**src/rtl/riscv_ctrl_pkg.sv**
```systemverilog
// Shared definitions for the multicycle RISC-V main control FSM:
// state encoding, opcodes and datapath select encodings.
package riscv_ctrl_pkg;

    typedef enum logic [3:0] {
        S_FETCH    = 4'd0,
        S_DECODE   = 4'd1,
        S_MEMADR   = 4'd2,
        S_MEMREAD  = 4'd3,
        S_MEMWB    = 4'd4,
        S_MEMWRITE = 4'd5,
        S_EXECUTER = 4'd6,
        S_EXECUTEI = 4'd7,
        S_ALUWB    = 4'd8,
        S_BEQ      = 4'd9,
        S_JAL      = 4'd10
    } statetype_t;

    localparam logic [6:0] OP_LOAD   = 7'b0000011;
    localparam logic [6:0] OP_STORE  = 7'b0100011;
    localparam logic [6:0] OP_RTYPE  = 7'b0110011;
    localparam logic [6:0] OP_ITYPE  = 7'b0010011;
    localparam logic [6:0] OP_BRANCH = 7'b1100011;
    localparam logic [6:0] OP_JAL    = 7'b1101111;

    localparam logic [1:0] ALUOP_ADD   = 2'b00;
    localparam logic [1:0] ALUOP_SUB   = 2'b01;
    localparam logic [1:0] ALUOP_FUNCT = 2'b10;

    localparam logic [1:0] RESULT_ALUOUT    = 2'b00;
    localparam logic [1:0] RESULT_DATA      = 2'b01;
    localparam logic [1:0] RESULT_ALURESULT = 2'b10;

    localparam logic [1:0] SRCA_PC    = 2'b00;
    localparam logic [1:0] SRCA_OLDPC = 2'b01;
    localparam logic [1:0] SRCA_REGA  = 2'b10;

    localparam logic [1:0] SRCB_WD    = 2'b00;
    localparam logic [1:0] SRCB_IMM   = 2'b01;
    localparam logic [1:0] SRCB_FOUR  = 2'b10;

    // True for every opcode this controller knows how to sequence.
    function automatic logic op_supported(input logic [6:0] op);
        logic ok;
        case (op)
            OP_LOAD, OP_STORE, OP_RTYPE,
            OP_ITYPE, OP_BRANCH, OP_JAL: ok = 1'b1;
            default:                     ok = 1'b0;
        endcase
        return ok;
    endfunction

endpackage

```
**src/rtl/controller_fsm_next_state_logic.sv**
```systemverilog
// Combinational next-state function of the main control FSM.
// mem_ready arrives already resolved against the handshake parameter.
module next_state_logic
    import riscv_ctrl_pkg::*;
(
    input  statetype_t  state,
    input  logic [6:0]  op,
    input  logic        mem_ready,
    output statetype_t  next_state
);

    // Next-state selection; unknown encodings recover to FETCH.
    always_comb begin
        next_state = S_FETCH;
        case (state)
            S_FETCH: begin
                if (mem_ready) next_state = S_DECODE;
                else           next_state = S_FETCH;
            end
            S_DECODE: begin
                case (op)
                    OP_LOAD, OP_STORE: next_state = S_MEMADR;
                    OP_RTYPE:          next_state = S_EXECUTER;
                    OP_ITYPE:          next_state = S_EXECUTEI;
                    OP_BRANCH:         next_state = S_BEQ;
                    OP_JAL:            next_state = S_JAL;
                    default:           next_state = S_FETCH;
                endcase
            end
            S_MEMADR: begin
                if (op == OP_LOAD) next_state = S_MEMREAD;
                else               next_state = S_MEMWRITE;
            end
            S_MEMREAD: begin
                if (mem_ready) next_state = S_MEMWB;
                else           next_state = S_MEMREAD;
            end
            S_MEMWB:    next_state = S_FETCH;
            S_MEMWRITE: begin
                if (mem_ready) next_state = S_FETCH;
                else           next_state = S_MEMWRITE;
            end
            S_EXECUTER: next_state = S_ALUWB;
            S_EXECUTEI: next_state = S_ALUWB;
            S_ALUWB:    next_state = S_FETCH;
            S_BEQ:      next_state = S_FETCH;
            S_JAL:      next_state = S_ALUWB;
            default:    next_state = S_FETCH;
        endcase
    end

endmodule

```
**src/rtl/controller_fsm.sv**
```systemverilog
// Multicycle RISC-V main controller: state register plus Moore output
// decode, with FETCH enables gated by the memory-ready handshake.
module controller_fsm
    import riscv_ctrl_pkg::*;
#(
    parameter int MEM_HANDSHAKE = 1
) (
    input  logic       clk,
    input  logic       reset,
    input  logic [6:0] op,
    input  logic       Zero,
    input  logic       MemReady,
    output logic       PCWrite,
    output logic       AdrSrc,
    output logic       MemWrite,
    output logic       IRWrite,
    output logic [1:0] ResultSrc,
    output logic [1:0] ALUSrcA,
    output logic [1:0] ALUSrcB,
    output logic [1:0] ALUOp,
    output logic       RegWrite,
    output logic       IllegalInstr
);

    statetype_t state_r;
    statetype_t next_state_s;
    logic       ready_s;
    logic       pcupdate_s;
    logic       branch_s;

    assign ready_s = (MEM_HANDSHAKE != 0) ? MemReady : 1'b1;

    next_state_logic u_next_state (
        .state      (state_r),
        .op         (op),
        .mem_ready  (ready_s),
        .next_state (next_state_s)
    );

    // State register; reset returns to FETCH without waiting for a clock.
    always_ff @(posedge clk or posedge reset) begin
        if (reset) state_r <= S_FETCH;
        else       state_r <= next_state_s;
    end

    // Output decode from state, then reset forces all write enables low.
    always_comb begin
        AdrSrc       = 1'b0;
        MemWrite     = 1'b0;
        IRWrite      = 1'b0;
        ResultSrc    = RESULT_ALUOUT;
        ALUSrcA      = SRCA_PC;
        ALUSrcB      = SRCB_WD;
        ALUOp        = ALUOP_ADD;
        RegWrite     = 1'b0;
        IllegalInstr = 1'b0;
        pcupdate_s   = 1'b0;
        branch_s     = 1'b0;
        case (state_r)
            S_FETCH: begin
                ResultSrc  = RESULT_ALURESULT;
                ALUSrcB    = SRCB_FOUR;
                IRWrite    = ready_s;
                pcupdate_s = ready_s;
            end
            S_DECODE: begin
                // Branch target (OldPC + imm) is parked in ALUOut here.
                ALUSrcA      = SRCA_OLDPC;
                ALUSrcB      = SRCB_IMM;
                IllegalInstr = ~op_supported(op);
            end
            S_MEMADR: begin
                ALUSrcA = SRCA_REGA;
                ALUSrcB = SRCB_IMM;
            end
            S_MEMREAD: begin
                AdrSrc = 1'b1;
            end
            S_MEMWB: begin
                ResultSrc = RESULT_DATA;
                RegWrite  = 1'b1;
            end
            S_MEMWRITE: begin
                AdrSrc   = 1'b1;
                MemWrite = 1'b1;
            end
            S_EXECUTER: begin
                ALUSrcA = SRCA_REGA;
                ALUOp   = ALUOP_FUNCT;
            end
            S_EXECUTEI: begin
                ALUSrcA = SRCA_REGA;
                ALUSrcB = SRCB_IMM;
                ALUOp   = ALUOP_FUNCT;
            end
            S_ALUWB: begin
                RegWrite = 1'b1;
            end
            S_BEQ: begin
                ALUSrcA  = SRCA_REGA;
                ALUOp    = ALUOP_SUB;
                branch_s = 1'b1;
            end
            S_JAL: begin
                ALUSrcA    = SRCA_OLDPC;
                ALUSrcB    = SRCB_FOUR;
                pcupdate_s = 1'b1;
            end
            default: begin
                AdrSrc = 1'b0;
            end
        endcase

        if (reset) begin
            AdrSrc       = 1'b0;
            MemWrite     = 1'b0;
            IRWrite      = 1'b0;
            ResultSrc    = RESULT_ALURESULT;
            ALUSrcA      = SRCA_PC;
            ALUSrcB      = SRCB_FOUR;
            ALUOp        = ALUOP_ADD;
            RegWrite     = 1'b0;
            IllegalInstr = 1'b0;
            pcupdate_s   = 1'b0;
            branch_s     = 1'b0;
        end else begin
            IllegalInstr = IllegalInstr;
        end

        PCWrite = pcupdate_s | (branch_s & Zero);
    end

endmodule

```
**config.mk**
```make
export PLATFORM = sky130hd
export DESIGN_NAME = controller_fsm
export DESIGN_NICKNAME = d
export VERILOG_FILES = /design/src/rtl/riscv_ctrl_pkg.sv /design/src/rtl/controller_fsm_next_state_logic.sv /design/src/rtl/controller_fsm.sv
export SDC_FILE = /design/constraint.sdc
export NUM_CORES = 1
export LEC_CHECK = 0
export BUFFER_PORTS_ARGS = -buffer_cell sky130_fd_sc_hd__buf_2
export CORE_MARGIN = 2
export CORE_UTILIZATION = 30
export DETAILED_ROUTE_END_ITERATION = 10
export GPL_TIMING_DRIVEN = 1
export SYNTH_ARGS = -nofsm -noshare
export SYNTH_HDL_FRONTEND = slang
export SYNTH_SLANG_ARGS = --single-unit
```
**constraint.sdc**
```tcl
create_clock -name clk -period 2 [get_ports clk]
set_input_delay 0.2 -clock clk [delete_from_list [all_inputs] [get_ports clk]]
set_output_delay 0.2 -clock clk [all_outputs]
set_load 0.01 [all_outputs]
```
==> out/results.txt <==
Multi-input combinational cell area: 413 µm²
Avg WL per Cell: 11.3 µm
Sequential power share: 34.0%
Combinational share of power: 30.2%
P_leak: 0.313 nW
Vias in the first global route: 526
Starting Density: 32.1%
I/O pin count: 25
Non-filler instance count after layout: 129
DIE AREA: 2230 µm²
1st-iter DRT viols: 11
Clock share of power: 35.9%
Biggest register: state_r
CTS sink cnt: 4
Fraction of registers with async set/reset: 100%
Crit path required time: 1800 ps
Net Sw Power: 0.0879 mW
Post-synthesis register bit count: 4
Rel. slew slack: 68.5%
GRT Total Usage: 14.1%
Top cells by area, synth: dfrtp_1, a21oi_1, nand2_1, o21ai_0, nor2_1
Dpl ws: 431 ps
Worst Path Max Fanout: 16
Post-route clock period utilization: 91.2%
Final WS setup: 175 ps
Setup TNS: 0 ps
Max VDD drop: 0.304 mV
Clk pin slew, worst setup/hold paths: 40 ps
Post-synth EDFFs: 0
Clock root buffer: clkbuf_4
Pwr dens: 386 nW/µm²
Overall power: 0.275 mW
Placed Area: 679 µm²
Layout fillers: 206
Clock latency at the later pin of the worst-skew pair: 230 ps
Top cell type's share of synthesized area: 17.9%
Slew Limit Fails: 0
Diode count: 0
Tmin final: 1820 ps
Reg area: 100 µm²
Max-Cap Viols: 0
Finished Core Util: 40.8%
Ys Warns: 0
Fin. Hold Viols: 0
RSZ-0062 raised after global routing: no
FP Rows: 15
Final wirelength: 1.45 mm
Placed instance count: 125
Area grow syn2layout: 27.0%
Mapped Nets: 92
CTS tree: done
Layout cell share with drive strength beyond 1: 32.7%
Post-Syn Area per Cell: 6.92 µm²
CTS Buffer Depth: 2
Status: finished clean
Cell type with the largest total area after synthesis: dfrtp_1
Distinct cells, synth: 41
Die Height: 47.2 µm
WP data arrival: 1620 ps
Count leader, synth: nand2_1
Drc violations: 0
Worst hold margin: 253 ps
Max reg flops: 4
Core area: 1750 µm²
Die Wd: 47.2 µm
CTS buffer count: 3
Mapped Cells: 81
Synth Flop Type: dfrtp_1
Port Buf Inserts: 24
First-pass GRT wire length: 2.19 mm
Clock Skews: 4.71 ps
Nets: 117
CP endpoint kind: primary output
TritonRoute pass-1 iters: 2
Detail Route Antenna Nets: 0
Design area: 712 µm²
HP Class: primary input to flop
CP startpoint kind: flop
Routability Congestion: 0.823
Largest net degree at the start of global routing: 17
GR Overflow Total: 0
Max frequency: 548 MHz
Via count: 655
Vias/cell: 5.08
Top Registers: state_r (4)
Kind of critical path: flop to primary output
# setup viols final: 0
Post-Syn Area: 561 µm²
Dpl hpwl: 1.13 mm
Max H-tree Level: 1
Register area share after synthesis: 17.9%
Net Sw Frac: 32.0%
Worst Tran Pin Value: 472 ps
Initial antenna violation count: 0
Synth top cells by count: nand2_1, nor2_1, a21oi_1
Cell internal pwr: 0.187 mW
==> path summary, 6_finish.rpt <==
path | from | to | slack, ps | cells past startpoint
min | op[4] | state_r[1] | 250 | 2
max in group asynchronous | reset | state_r[1] | 1250 | 3
max reg2reg | state_r[1] | state_r[1] | 510 | 4
min reg2reg | state_r[0] | state_r[2] | 820 | 2
max | state_r[3] | RegWrite | 180 | 3
min in group asynchronous | reset | state_r[0] | 540 | 3
==> cell usage in the layout, fill, tap and decap left out, drive strengths merged, types with 2 or more instances in the layout <==
| master | instances |
|---|---|
| nand2b | 3 |
| nor4 | 2 |
| nor2 | 9 |
| nor2b | 2 |
| buf | 24 |
| nand2 | 9 |
| dfrtp | 4 |
| nand4 | 2 |
| clkbuf | 3 |
| inv | 4 |
| and2 | 2 |
| a21oi | 7 |
| o21ai | 8 |
| nor3 | 6 |
==> cell type report <==
class | count | area share, %
well taps | 25 | 4.39
multi-input cells | 68 | 58.0
flip-flops and latches | 4 | 14.1
clock buffers | 3 | 3.16
inverters | 4 | 2.11
repair buffers | 25 | 18.3
==> power groups by stage <==
stage | Sequential, mW | Clock (mW) | Combinational, mW
final | 0.0935 | 0.0987 | 0.0830
after global routing | 0.0944 | 0.114 | 0.0932
after CTS | 0.0934 | 0.105 | 0.0842
after detailed placement | 0.0945 | 0 | 0.0825
after global placement | 0.0945 | 0 | 0.0814
after floorplan | 0.0868 | 0 | 0.0577
==> metal layers <==
layer | vias to the layer above | global-route usage [%] | share of wire [%]
met5 | - | 0 | 0
met4 | 0 | 3.33 | 0
met3 | 0 | 5.77 | 6.1
met2 | 19 | 22.7 | 48
met1 | 292 | 17.6 | 46
li1 | 344 | - | -
==> logic make-up after synthesis <==
logic type | Yosys count | share of synthesized area, %
flip-flops | 4 | 17.9
AND/OR/NAND/NOR | 43 | 44.4
buffers and inverters | 9 | 8.48
multiplexers | 1 | 1.79
XOR/XNOR | 1 | 1.56
AO/OA/AOI/OAI | 23 | 25.9
==> critical path, cell delays in order, from the launching register on <==
cell and delay, ps:
dfrtp_1 540, nand2b_1 290, a2111oi_1 360, buf_2 200
==> what timing repair did <==
item,in CTS,in global routing
resized for setup,0,0
endpoints found under the hold margin,4,0
buffers inserted,0,0
hold buffers,1,0
Power figures use the tool's default switching activity.
